**src/rtl/wb_port_arbiter.sv**
```systemverilog
// rtl/wb_port_arbiter.sv - register file write port arbiter (ALU writeback vs long-latency unit)

`ifndef REG_IDX_W
`define REG_IDX_W 5
`endif
`ifndef WORD_W
`define WORD_W 32
`endif

module wb_port_arbiter #(
  parameter int MAX_WAIT = 4,
  parameter int CNT_W    = 16
) (
  input  logic                  clk,
  input  logic                  clr,
  input  logic                  i_alu_en,
  input  logic [`REG_IDX_W-1:0] i_alu_reg,
  input  logic [`WORD_W-1:0]    i_alu_data,
  input  logic                  i_ll_valid,
  input  logic [`REG_IDX_W-1:0] i_ll_reg,
  input  logic [`WORD_W-1:0]    i_ll_data,
  output logic                  o_ll_ready,
  output logic                  o_stall,
  output logic                  o_rf_we,
  output logic [`REG_IDX_W-1:0] o_rf_reg,
  output logic [`WORD_W-1:0]    o_rf_data,
  output logic [CNT_W-1:0]      o_stall_cnt
);

  typedef enum logic {ARB, STALL} state_t;

  // Last tolerated blocked count before a forced bubble
  localparam logic [3:0] WAIT_LAST = 4'(MAX_WAIT - 1);

  state_t                  r_state;
  logic [3:0]              r_wait_cnt;
  logic                    r_stall;
  logic                    r_rf_we;
  logic [`REG_IDX_W-1:0]   r_rf_reg;
  logic [`WORD_W-1:0]      r_rf_data;
  logic [CNT_W-1:0]        r_stall_cnt;

  logic w_alu_act;
  logic w_ll_x0;
  logic w_ll_ready;
  logic w_ll_hs;
  logic w_ll_blocked;

  // Writes to x0 never occupy the port; LL x0 writes are swallowed at once
  assign w_alu_act    = i_alu_en && (i_alu_reg != '0);
  assign w_ll_x0      = i_ll_valid && (i_ll_reg == '0);
  assign w_ll_ready   = clr && i_ll_valid && (w_ll_x0 || !w_alu_act);
  assign w_ll_hs      = w_ll_ready;
  assign w_ll_blocked = i_ll_valid && !w_ll_ready;

  assign o_ll_ready  = w_ll_ready;
  assign o_stall     = r_stall;
  assign o_rf_we     = r_rf_we;
  assign o_rf_reg    = r_rf_reg;
  assign o_rf_data   = r_rf_data;
  assign o_stall_cnt = r_stall_cnt;

  // Registered write port: ALU first, then an accepted non-x0 LL write
  always_ff @(posedge clk or negedge clr) begin
    if (!clr) begin
      r_rf_we   <= 1'b0;
      r_rf_reg  <= '0;
      r_rf_data <= '0;
    end else if (w_alu_act) begin
      r_rf_we   <= 1'b1;
      r_rf_reg  <= i_alu_reg;
      r_rf_data <= i_alu_data;
    end else if (w_ll_hs && !w_ll_x0) begin
      r_rf_we   <= 1'b1;
      r_rf_reg  <= i_ll_reg;
      r_rf_data <= i_ll_data;
    end else begin
      r_rf_we   <= 1'b0;
    end
  end

  // Bounded-wait scheduler: count blocked LL cycles, force a bubble at the limit
  always_ff @(posedge clk or negedge clr) begin
    if (!clr) begin
      r_state     <= ARB;
      r_wait_cnt  <= '0;
      r_stall     <= 1'b0;
      r_stall_cnt <= '0;
    end else begin
      case (r_state)
        ARB: begin
          if (w_ll_blocked) begin
            if (r_wait_cnt == WAIT_LAST) begin
              r_state    <= STALL;
              r_stall    <= 1'b1;
              r_wait_cnt <= '0;
              if (r_stall_cnt != '1) begin
                r_stall_cnt <= r_stall_cnt + CNT_W'(1);
              end
            end else begin
              r_wait_cnt <= r_wait_cnt + 4'd1;
            end
          end else begin
            r_wait_cnt <= '0;
          end
        end
        STALL: begin
          // An in-flight ALU write may still win the first STALL cycle
          if (w_ll_hs || !i_ll_valid) begin
            r_state    <= ARB;
            r_stall    <= 1'b0;
            r_wait_cnt <= '0;
          end
        end
        default: begin
          r_state    <= ARB;
          r_stall    <= 1'b0;
          r_wait_cnt <= '0;
        end
      endcase
    end
  end

endmodule

```
**config.mk**
```make
export PLATFORM = sky130hd
export DESIGN_NAME = wb_port_arbiter
export DESIGN_NICKNAME = d
export VERILOG_FILES = /design/src/rtl/wb_port_arbiter.sv
export SDC_FILE = /design/constraint.sdc
export NUM_CORES = 1
export LEC_CHECK = 0
export ABC_AREA = 1
export CAP_MARGIN = 0
export CELL_PAD_IN_SITES_DETAIL_PLACEMENT = 1
export CELL_PAD_IN_SITES_GLOBAL_PLACEMENT = 2
export CORE_MARGIN = 3
export CORE_UTILIZATION = 25
export CTS_BUF_LIST = sky130_fd_sc_hd__clkbuf_16
export DETAILED_ROUTE_END_ITERATION = 6
export GPL_TIMING_DRIVEN = 0
export PLACE_DENSITY_LB_ADDON = 0.3
export SLEW_MARGIN = 5
export SYNTH_ARGS = -nofsm -noshare
export SYNTH_HDL_FRONTEND = slang
export SYNTH_SLANG_ARGS = --single-unit
```
**constraint.sdc**
```tcl
create_clock -name clk -period 2.9 [get_ports clk]
set_clock_uncertainty 0.2 [all_clocks]
set_input_delay 0.87 -clock clk [delete_from_list [all_inputs] [get_ports clk]]
set_output_delay 0.87 -clock clk [all_outputs]
set_load 0.005 [all_outputs]
```
==> flow_summary.ini <==
[synth]
post_synth_num_cell_types = 27
yosys_warnings = 0
postSynthAreaPerCell_um2 = 7.83
synth_cells = 400
synth-seq-area-share = 0.479
syn_nets = 480
ys_ff_latch = 60
synth_area_mm2 = 0.00313

[place]
hpwlAfterDp_um = 8510
port_buffers = 133
placed_area_mm2 = 0.00469
place.gp.congestion = 0.760

[sta]
maxSlewViolCount = 0
fin_crit_sh = 0.979
finalSetupViolCount = 0
fin_crit_ns = 2.84
hold_viol_final = 0
worst_pin_slew_ns = 0.634
maxSlewHeadroom = 0.577
max_freq_mhz = 352

[worst_setup_path]
cp.arrival_ns = 1.77
rr_endpoint = o_stall_cnt[10]
endpoint = o_ll_ready
required_ns = 1.83
cp_max_fo = 2
cp-end-kind = output pin
r2r_cells = 7
path_class = in -> out
worst_setup_path_start_kind = input port
rrSetupSlack_ns = 0.95
crit_start = i_alu_reg[1]
r2r_start = o_stall_cnt[0]

[global_route]
globalRouteOverflowTotal = 0
grtUsageTotal = 0.174
grt_max_degree = 37
grt_pass1_vias = 3693
grt_first_pass_wirelength_um = 19300
antenna_found_initial = 5

[clock_network]
htree_levels = 3
cts.clk_slew.worst_paths_ns = 0.05
cts_tree = done
worst_skew_pair.late_latency_ns = 0.32
clkSinkCount = 60
postCtsHoldBufs = 0
cts_buffers = 9
cts_root_buf = clkbuf_16
clk_path_buf_depth = 2

[layout]
largest_register_ffs = 32
final_area_mm2 = 0.00523
final_cell_mix = 119 x clkdlybuf4s50_1, 115 x nand2_1, 60 x dfrtp_1
final_util = 0.432
drive_gt1_frac = 0.140
final_common_cell = clkdlybuf4s50_1
fillers = 1481
syn_to_final_growth_pct = 67.1
nNetsFinal = 641

[routing]
vias = 3360
drtAntennaViolNets = 0
drc = 0
wl_per_cell_um = 16.1
wirelength_um = 11800
drtIter0Drc = 122
drt_pass1_iterations = 5
avgViaCountPerCell = 4.56

[floorplan]
die_x_um = 118
die_h_um = 118
ios = 134
placement_rows = 40
core_mm2 = 0.0121
die-area_mm2 = 0.0139
initial_core_util = 0.259

[power]
vdd_drop_max_v = 0.000209
cellPowerDensity_mw_per_mm2 = 478
p_leak_nw = 2.23

[hold_path]
holdCritPathClass = in -> async

[run_status]
status = completed

[job]
cap_violations = 0
## critical path, cell delays in order
cell	delay [ns]
dlygate4sd2_1	0.25
nor2_2	0.12
nand3_2	0.12
nand3_4	0.10
nand2_4	0.06
inv_1	0.05
clkdlybuf4s15_1	0.19
## report_power, final
part	switching (mW)	leakage, nW	internal (mW)	total [mW]
clock	0.372	0.136	0.558	0.930
combinational	0.240	1.34	0.338	0.578
sequential	0.0681	0.753	0.928	0.996
total	0.681	2.23	1.82	2.50
## per-layer routing
layer	up-vias	track usage	wire, µm
met5	-	0	22
met1	1596	0.200	4830
met3	13	0.0620	913
li1	1658	-	-
met4	4	0.0637	152
met2	89	0.297	5920
## cell usage after synthesis, drive strengths merged
cell type,number,share of area
inv,15,0.018
o21ai,77,0.12
o221ai,1,0.0028
nand3b,2,0.0048
nand2,119,0.14
nand3,12,0.026
clkbuf,6,0.0072
xnor2,4,0.011
clkinv,1,0.0012
nor2,61,0.078
nand4,22,0.049
ha,2,0.0080
buf,12,0.030
a21oi,2,0.0068
dfrtp,60,0.48
xor2,4,0.011
## worst min path at each step
stage	cells past startpoint	slack [ns]	to
floorplan	2	0.28	o_rf_data[0]
global placement	2	0.27	o_rf_data[0]
detailed placement	2	0.28	o_rf_data[30]
CTS	1	0.28	o_stall_cnt[10]
global route	1	0.23	o_stall_cnt[7]
finish	1	0.22	o_stall_cnt[10]
## area by class of cell
| type | count | area [µm²] | area share |
|---|---|---|---|
| Tap cell | 168 | 210 | 0.0402 |
| Inverter | 16 | 65.1 | 0.0124 |
| Antenna cell | 3 | 7.51 | 0.00143 |
| Clock inverter | 7 | 27.5 | 0.00526 |
| Timing Repair Buffer | 150 | 1500 | 0.287 |
| Buffer | 18 | 141 | 0.0270 |
| Sequential cell | 60 | 1500 | 0.287 |
| Clock buffer | 9 | 225 | 0.0430 |
| Multi-Input combinational cell | 306 | 1550 | 0.297 |
## kinds of logic after synthesis
group / synth area share
DFF: 0.479
xor gates and xnor gates: 0.0224
buffers and inverters: 0.0567
and+or+nand+nor: 0.301
AOI/OAI and AO/OA: 0.133
adders and majority gates: 0.00799
## per-stage QoR
step | power [mW] | cells | worst slack [ns] | setup TNS, ns | hold WS (ns)
3_5_place_dp | 1.55 | 702 | -0.790 | -1.11 | 0.282
4_1_cts | 2.55 | 735 | 0.00971 | 0 | 0.277
6_report | 2.50 | 737 | 0.0609 | 0 | 0.217
2_1_floorplan | 1.17 | 400 | 0.479 | 0 | 0.276
5_1_grt | 2.66 | 737 | -0.00390 | -0.00390 | 0.225
3_3_place_gp | 1.53 | 701 | -2.88 | -226.33 | 0.267
## timing repair
item	4_1_cts	5_1_grt
setup endpoints to repair	1	37
gates resized for setup	70	16
pin swaps	19	7
cloned	3	0
buffers inserted	15	0
(Power assumes the default switching activity.)
